### config.mk
export PLATFORM = sky130hd
export DESIGN_NAME = regfile_scoreboard
export DESIGN_NICKNAME = d
export VERILOG_FILES = /design/src/rtl/regfile_pkg.sv /design/src/rtl/rf_read_port.sv /design/src/rtl/regfile_scoreboard.sv
export SDC_FILE = /design/constraint.sdc
export NUM_CORES = 2
export LEC_CHECK = 0
export BUFFER_PORTS_ARGS = -buffer_cell sky130_fd_sc_hd__clkbuf_2
export CORE_MARGIN = 2
export CORE_UTILIZATION = 25
export DETAILED_ROUTE_END_ITERATION = 8
export HOLD_SLACK_MARGIN = 0.12
export PLACE_DENSITY = 0.46
export SLEW_MARGIN = 30
export SYNTH_ARGS = -nofsm -noshare
export SYNTH_HDL_FRONTEND = slang
export SYNTH_SLANG_ARGS = --single-unit
### constraint.sdc
create_clock -name clk -period 3.8 [get_ports clk]
set_input_delay 0 -clock clk [delete_from_list [all_inputs] [get_ports clk]]
set_output_delay 0 -clock clk [all_outputs]
set_load 0.02 [all_outputs]
### src/rtl/regfile_pkg.sv
// Shared defaults and helpers for the integer register file with busy scoreboard.
package regfile_pkg;

    localparam int DEF_XLEN  = 32'sd32;
    localparam int DEF_NREGS = 32'sd32;
    localparam int ZERO_REG  = 32'sd0;

    // Ceiling log2, usable in parameter and port-width expressions
    function automatic int clog2(input int value);
        int r;
        r = 32'sd0;
        while ((32'sd1 << r) < value) begin
            r = r + 32'sd1;
        end
        return r;
    endfunction

endpackage

### src/rtl/rf_read_port.sv
// One combinational read port: zero-register handling, write-back bypass and reset gating.
module rf_read_port
    import regfile_pkg::*;
#(
    parameter int XLEN   = DEF_XLEN,
    parameter int AW     = 5,
    parameter int BYPASS = 1
) (
    input  logic            rst,
    input  logic [AW-1:0]   addr,
    input  logic [XLEN-1:0] reg_data,
    input  logic            reg_busy,
    input  logic            we,
    input  logic [AW-1:0]   wa,
    input  logic [XLEN-1:0] wd,
    output logic [XLEN-1:0] data,
    output logic            busy
);

    // Select stored value, forwarded write-back data, or zero
    always_comb begin
        data = '0;
        busy = 1'b0;
        if (!rst) begin
            data = '0;
            busy = 1'b0;
        end else if (addr == AW'(ZERO_REG)) begin
            data = '0;
            busy = 1'b0;
        end else if ((BYPASS != 0) && we && (wa == addr)) begin
            // The arriving write both supplies the value and retires the producer
            data = wd;
            busy = 1'b0;
        end else begin
            data = reg_data;
            busy = reg_busy;
        end
    end

endmodule

### src/rtl/regfile_scoreboard.sv
// Integer register file with NRD combinational read ports, one write-back port and a busy scoreboard.
module regfile_scoreboard
    import regfile_pkg::*;
#(
    parameter int XLEN   = DEF_XLEN,
    parameter int NREGS  = DEF_NREGS,
    parameter int AW     = clog2(NREGS),
    parameter int NRD    = 2,
    parameter int BYPASS = 1
) (
    input  logic                        clk,
    input  logic                        rst,
    input  logic [NRD*AW-1:0]           rd_addr,
    output logic [NRD*XLEN-1:0]         rd_data,
    output logic [NRD-1:0]              rd_busy,
    input  logic                        we,
    input  logic [AW-1:0]               wa,
    input  logic [XLEN-1:0]             wd,
    input  logic                        iss_valid,
    input  logic [AW-1:0]               iss_addr,
    output logic [clog2(NREGS+1)-1:0]   busy_cnt,
    output logic                        drained,
    output logic                        waw_err
);

    localparam int DEPTH = 32'sd1 << AW;
    localparam int CW    = clog2(NREGS + 32'sd1);

    logic [XLEN-1:0]  regs_r [1:NREGS-1];
    logic [NREGS-1:1] busy_r;
    logic [CW-1:0]    cnt_r;
    logic             drained_r;
    logic             waw_r;

    logic [XLEN-1:0]  regs_flat_s [DEPTH];
    logic [DEPTH-1:0] busy_vec_s;
    logic [DEPTH-1:0] busy_next_s;
    logic [CW-1:0]    cnt_next_s;
    logic             we_ok_s;
    logic             iss_ok_s;
    logic             same_s;
    logic             set_s;
    logic             clr_s;
    logic             waw_s;

    // Zero-extended views of storage so read addresses index without range checks
    always_comb begin
        for (int j = 0; j < DEPTH; j++) begin
            regs_flat_s[j] = '0;
        end
        for (int j = 1; j < NREGS; j++) begin
            regs_flat_s[j] = regs_r[j];
        end
        busy_vec_s = DEPTH'({busy_r, 1'b0});
    end

    // Qualify write-back and issue, then derive next busy state and counter delta
    always_comb begin
        we_ok_s  = we && (wa != AW'(ZERO_REG)) && (int'(wa) < NREGS);
        iss_ok_s = iss_valid && (iss_addr != AW'(ZERO_REG)) && (int'(iss_addr) < NREGS);
        same_s   = we_ok_s && iss_ok_s && (wa == iss_addr);
        set_s    = iss_ok_s && !busy_vec_s[iss_addr];
        clr_s    = we_ok_s && busy_vec_s[wa] && !same_s;
        waw_s    = iss_ok_s && busy_vec_s[iss_addr] && !same_s;
        // A new issue outranks the clear from a write to the same register
        for (int j = 0; j < DEPTH; j++) begin
            busy_next_s[j] = (iss_ok_s && (iss_addr == AW'(j))) ? 1'b1 :
                             (we_ok_s && (wa == AW'(j)))        ? 1'b0 :
                             busy_vec_s[j];
        end
        case ({set_s, clr_s})
            2'b10:   cnt_next_s = cnt_r + CW'(1);
            2'b01:   cnt_next_s = cnt_r - CW'(1);
            default: cnt_next_s = cnt_r;
        endcase
    end

    // Architectural state, scoreboard and status outputs
    always_ff @(posedge clk or negedge rst) begin
        if (!rst) begin
            for (int j = 1; j < NREGS; j++) begin
                regs_r[j] <= '0;
            end
            busy_r    <= '0;
            cnt_r     <= '0;
            drained_r <= 1'b1;
            waw_r     <= 1'b0;
        end else begin
            if (we_ok_s) begin
                regs_r[wa] <= wd;
            end
            busy_r    <= busy_next_s[NREGS-1:1];
            cnt_r     <= cnt_next_s;
            drained_r <= (cnt_next_s == CW'(0));
            waw_r     <= waw_s;
        end
    end

    assign busy_cnt = cnt_r;
    assign drained  = drained_r;
    assign waw_err  = waw_r;

    for (genvar i = 0; i < NRD; i++) begin : g_rd
        logic [AW-1:0] addr_s;
        assign addr_s = rd_addr[i*AW +: AW];

        rf_read_port #(
            .XLEN   (XLEN),
            .AW     (AW),
            .BYPASS (BYPASS)
        ) u_port (
            .rst      (rst),
            .addr     (addr_s),
            .reg_data (regs_flat_s[addr_s]),
            .reg_busy (busy_vec_s[addr_s]),
            .we       (we),
            .wa       (wa),
            .wd       (wd),
            .data     (rd_data[i*XLEN +: XLEN]),
            .busy     (rd_busy[i])
        );
    end

endmodule

==> report_table.html <==
<table>
<tr><th>Metric</th><th>Value</th></tr>
<tr><th colspan="2">Pwr</th></tr>
<tr><td>Standby leakage power</td><td>between 20 and 30 nW</td></tr>
<tr><td>Max rail drop VDD</td><td>0.000359 V</td></tr>
<tr><td>Cell Pwr Density</td><td>514 nW/um^2</td></tr>
<tr><td>Net Sw Frac</td><td>0.289</td></tr>
<tr><td>Combinational power share</td><td>0.219</td></tr>
<tr><td>Portion of total power attributed to sequential cells</td><td>0.436</td></tr>
<tr><td>Internal power of the cells</td><td>24.1 mW</td></tr>
<tr><td>Switching power summed over all nets</td><td>9.81 mW</td></tr>
<tr><td>Share of power burned in the clock network</td><td>0.345</td></tr>
<tr><th colspan="2">Critical path</th></tr>
<tr><td>Start point of the critical path</td><td>busy_r[23]</td></tr>
<tr><td>Worst stage delay on the critical path</td><td>500 ps</td></tr>
<tr><td>Data arrival time of the critical path</td><td>between 4000 and 5000 ps</td></tr>
<tr><td>Slowest cell on crit path</td><td>sky130_fd_sc_hd__mux4_2</td></tr>
<tr><td>Max FO, Critical Path</td><td>5</td></tr>
<tr><td>Worst reg2reg path depth</td><td>11</td></tr>
<tr><td>Endpoint required time on the critical path</td><td>4480 ps</td></tr>
<tr><td>Slack of the worst reg-to-reg path</td><td>230 ps</td></tr>
<tr><td>Cells along the critical path</td><td>mux4_2, mux4_2, mux2i_1, nand3_1, ha_1, ha_1, and4_1, a311oi_1, o211ai_1, xor2_1, nor4_1</td></tr>
<tr><td>Last element of the critical path</td><td>drained</td></tr>
<tr><td>Worst setup path category</td><td>reg2reg</td></tr>
<tr><td>Endpoint class of the critical path</td><td>register</td></tr>
<tr><td>R2r startpoint</td><td>busy_r[23]</td></tr>
<tr><td>Critical path launch point type</td><td>register</td></tr>
<tr><td>Critical R2R Capture</td><td>drained</td></tr>
<tr><th colspan="2">Place</th></tr>
<tr><td>PortBufs</td><td>around 130</td></tr>
<tr><td>Cell Count Post-Placement</td><td>6927</td></tr>
<tr><td>Placer Congestion</td><td>0.810</td></tr>
<tr><td>Pre-CTS setup slack</td><td>~180 ps</td></tr>
<tr><td>Detailed placer's ending HPWL</td><td>137000 um</td></tr>
<tr><th colspan="2">Clock network</th></tr>
<tr><td>TritonCTS Buffers</td><td>118</td></tr>
<tr><td># resized after CTS</td><td>0</td></tr>
<tr><td>Max Buffers Root-to-Sink</td><td>3</td></tr>
<tr><td>Total number of clock tree sinks</td><td>1031</td></tr>
<tr><td>Clock slew at reported path FFs</td><td>approximately 60 ps</td></tr>
<tr><td>Clk Tree Root Cell</td><td>sky130_fd_sc_hd__clkbuf_16</td></tr>
<tr><td>H-Tree Depth</td><td>3</td></tr>
<tr><td>Clock Latency Late Sink</td><td>780 ps</td></tr>
<tr><td>Clock tree from TritonCTS</td><td>built</td></tr>
<tr><th colspan="2">Detailed routing</th></tr>
<tr><td>DR vias/cell</td><td>5.42</td></tr>
<tr><td>Drt pass-1 iters</td><td>5</td></tr>
<tr><td>Overall routed net length</td><td>225000 um</td></tr>
<tr><td>Routed WL per cell</td><td>~31 um</td></tr>
<tr><td>DRC viols</td><td>0</td></tr>
<tr><td>Detailed-route via count</td><td>39.1k</td></tr>
<tr><td>1st-iter DRT viols</td><td>3802</td></tr>
<tr><td>Remaining antenna violation count after routing</td><td>0</td></tr>
<tr><th colspan="2">GRT</th></tr>
<tr><td>Remaining global-route overflow</td><td>0</td></tr>
<tr><td>Initial antenna violation count</td><td>16</td></tr>
<tr><td>Wire length of the first global-routing pass</td><td>319000 um</td></tr>
<tr><td>Via count of the first global-routing pass</td><td>~40k</td></tr>
<tr><td>Pin count of the biggest net entering global routing</td><td>160</td></tr>
<tr><td>Total Routing Usage GR</td><td>0.191</td></tr>
<tr><th colspan="2">Status</th></tr>
<tr><td>Result of the run</td><td>finished, final reports clean</td></tr>
<tr><th colspan="2">Timing</th></tr>
<tr><td>Least-Margin Pin Slew</td><td>929 ps</td></tr>
<tr><td>Endpoints failing hold</td><td>0</td></tr>
<tr><td>Setup TNS</td><td>0 ps</td></tr>
<tr><td>Number of setup violations in the final report</td><td>0</td></tr>
<tr><td>Max-slew violation total from the final report</td><td>0</td></tr>
<tr><td>Setup repair after global routing missed its margin</td><td>false</td></tr>
<tr><td>Worst Setup Slack, final</td><td>roughly 230 ps</td></tr>
<tr><td>Largest clock skew in the final design</td><td>25.4 ps</td></tr>
<tr><td>Period Utilization, post-route</td><td>0.938</td></tr>
<tr><td>Period minus WS final</td><td>3570 ps</td></tr>
<tr><td>Max Clk Rate</td><td>280 MHz</td></tr>
<tr><td>Relative slew slack</td><td>0.373</td></tr>
<tr><th colspan="2">Logic synthesis</th></tr>
<tr><td>Number of distinct standard cells referenced by the synthesized netlist</td><td>72</td></tr>
<tr><td>Warnings from Yosys</td><td>0</td></tr>
<tr><td>Summed instance area of the synthesized netlist</td><td>about 57000 um^2</td></tr>
<tr><td>Mapped Nets</td><td>approximately 4.1k</td></tr>
<tr><td>Average cell area after synthesis</td><td>14.2 um^2</td></tr>
<tr><td>Number of flops mapped to enable cells by yosys</td><td>0</td></tr>
<tr><td>Post-synthesis sequential area ratio</td><td>0.452</td></tr>
<tr><td>Mapped Cells</td><td>between 4k and 5k</td></tr>
<tr><td>Synthesis-stage register bit count</td><td>1031</td></tr>
<tr><td>Post-synth ARST share</td><td>1.00</td></tr>
<tr><td>Post-synth top flop</td><td>sky130_fd_sc_hd__dfrtp_1</td></tr>
<tr><th colspan="2">Die</th></tr>
<tr><td>IO Pins</td><td>130</td></tr>
<tr><td>Die span in y</td><td>between 400 and 500 um</td></tr>
<tr><td>Area of the core</td><td>227000 um^2</td></tr>
<tr><td>Die Outline Area</td><td>232000 um^2</td></tr>
<tr><td>Number of rows created at floorplan</td><td>175</td></tr>
<tr><td>Die extent in x</td><td>482 um</td></tr>
<tr><td>Effective utilization at floorplan</td><td>0.251</td></tr>
<tr><th colspan="2">Final layout</th></tr>
<tr><td>Final core utilization</td><td>0.290</td></tr>
<tr><td>Fill cell instance count of the final layout</td><td>22.9k</td></tr>
<tr><td>Share of layout cells above drive strength 1</td><td>0.487</td></tr>
<tr><td>Layout-stage area growth over the synthesis result</td><td>15.4%</td></tr>
<tr><td>Final layout net count</td><td>roughly 4.2k</td></tr>
<tr><td>Final std cells w/o fill</td><td>7207</td></tr>
<tr><th colspan="2">Run</th></tr>
<tr><td>Count of maximum capacitance violations</td><td>0</td></tr>
<tr><th colspan="2">Worst hold path</th></tr>
<tr><td>HP Class</td><td>in2reg</td></tr>
</table>
==> flip-flops by register name, summed over array words and instances, names as in the netlist <==
signal,cells
waw_err,1
regs_flat_s,992
drained,1
busy_r,31
busy_cnt,6
==> metal layers <==
metal  global-route usage  wire length [um]  share of wire
met1                0.270            102000           0.45
met2                0.303            104000           0.46
met3               0.0284             12400          0.055
met4               0.0541              6070          0.027
met5                    0               103        0.00046
==> stage by stage <==
stage / power, mW / hold WS, ps / instance area, um^2
2_1_floorplan: 19.9 / -296 / 57100
4_1_cts: 34.2 / 131 / 65900
3_3_place_gp: 22.1 / -79.8 / 61300
6_report: 33.9 / 205 / 65900
5_1_grt: 35.5 / 208 / 65900
3_5_place_dp: 22.3 / -81.3 / 61400
==> worst max-delay path: cells and delay by family (launching register included) <==
kind,cells,cell delay [ps]
muxes,3,1160
and+or+nand+nor,3,620
AOI/OAI and AO/OA,2,430
adders and majority gates,2,660
DFF,1,410
xor gates and xnor gates,1,170
==> cells in the final DEF, fill, tap and decap left out, types with 31 or more instances in the layout <==
master                          Yosys  routed
sky130_fd_sc_hd__mux2_2          1065    1065
sky130_fd_sc_hd__dfrtp_1         1030    1030
sky130_fd_sc_hd__mux4_2           414     414
sky130_fd_sc_hd__buf_4             55     160
sky130_fd_sc_hd__o21ai_0          121     121
sky130_fd_sc_hd__clkbuf_2           0     119
sky130_fd_sc_hd__clkbuf_16          0     118
sky130_fd_sc_hd__nand2_1          125     113
sky130_fd_sc_hd__a22oi_1           66      66
sky130_fd_sc_hd__a21oi_1           63      63
sky130_fd_sc_hd__mux2i_1           61      61
sky130_fd_sc_hd__nor2_1            78      59
sky130_fd_sc_hd__o22ai_1           55      55
sky130_fd_sc_hd__dlygate4sd3_1      0      54
sky130_fd_sc_hd__a221oi_1          53      53
sky130_fd_sc_hd__nor3_1            50      50
sky130_fd_sc_hd__nor2b_1           43      40
sky130_fd_sc_hd__a22o_1            40      40
sky130_fd_sc_hd__clkbuf_8           0      37
sky130_fd_sc_hd__clkbuf_1         182      36
sky130_fd_sc_hd__mux4_1            34      34
sky130_fd_sc_hd__buf_12             5      31
==> synthesized netlist by cell type, drive strengths merged (43+ instances only) <==
master,number,area share
mux2,1077,0.21
dfrtp,1030,0.45
mux4,450,0.18
buf,250,0.029
clkbuf,182,0.012
o21ai,143,0.013
nand2,126,0.0083
nor2,78,0.0051
a22oi,66,0.0087
a21oi,63,0.0055
mux2i,61,0.011
o22ai,55,0.0060
a221oi,53,0.0081
nor3,50,0.0044
nor2b,43,0.0047
==> cells by family (layout without fill, tap and decap cells) <==
kind of cell	Yosys count	after routing	synth area share
multiplexers	1588	1588	0.403
flip-flops	1031	1031	0.452
AO/OA/AOI/OAI	538	538	0.0646
buffers and inverters	445	610	0.0420
AND/OR/NAND/NOR	404	404	0.0348
XOR/XNOR	19	19	0.00291
adder cells (fa/ha/maj)	6	6	0.00145
other	0	2	0
==> repair_timing <==
action	CTS	global route
endpoints found under the hold margin	1444	0
hold buffers	55	0
setup endpoints to repair	0	0
setup buffers	0	0
==> area by class of cell <==
class                           count  area, um^2  share of cell area
Multi-Input combinational cell   2555       29200               0.443
Sequential cell                  1031       25800               0.391
Tap cell                         3009        3760              0.0571
Clock buffer                      191        3600              0.0546
Timing Repair Buffer              376        3160              0.0479
Clock inverter                     30         329             0.00499
Inverter                           13        48.8            0.000740
Antenna cell                        2        5.00           0.0000759
==> power groups by stage <==
stage | Sequential (mW) | Combinational [mW] | Clock [mW]
6_report | 14.8 | 7.43 | 11.7
2_1_floorplan | 14.4 | 5.48 | 0
3_3_place_gp | 14.8 | 7.31 | 0
5_1_grt | 15.1 | 7.98 | 12.4
3_5_place_dp | 14.9 | 7.39 | 0
4_1_cts | 14.7 | 7.48 | 12.0
==> worst min path at each step <==
stage / slack (ps) / cells past startpoint / from / endpoint
5_1_grt: 210 / 5 / wa[1] / busy_r[20]
6_report: 210 / 5 / wa[1] / busy_r[20]
3_3_place_gp: -80 / 1 / rst / busy_cnt[0]
4_1_cts: 130 / 5 / wa[1] / busy_r[24]
2_1_floorplan: -300 / 0 / rst / busy_cnt[0]
3_5_place_dp: -80 / 1 / rst / busy_cnt[1]
(Power assumes the default switching activity.)
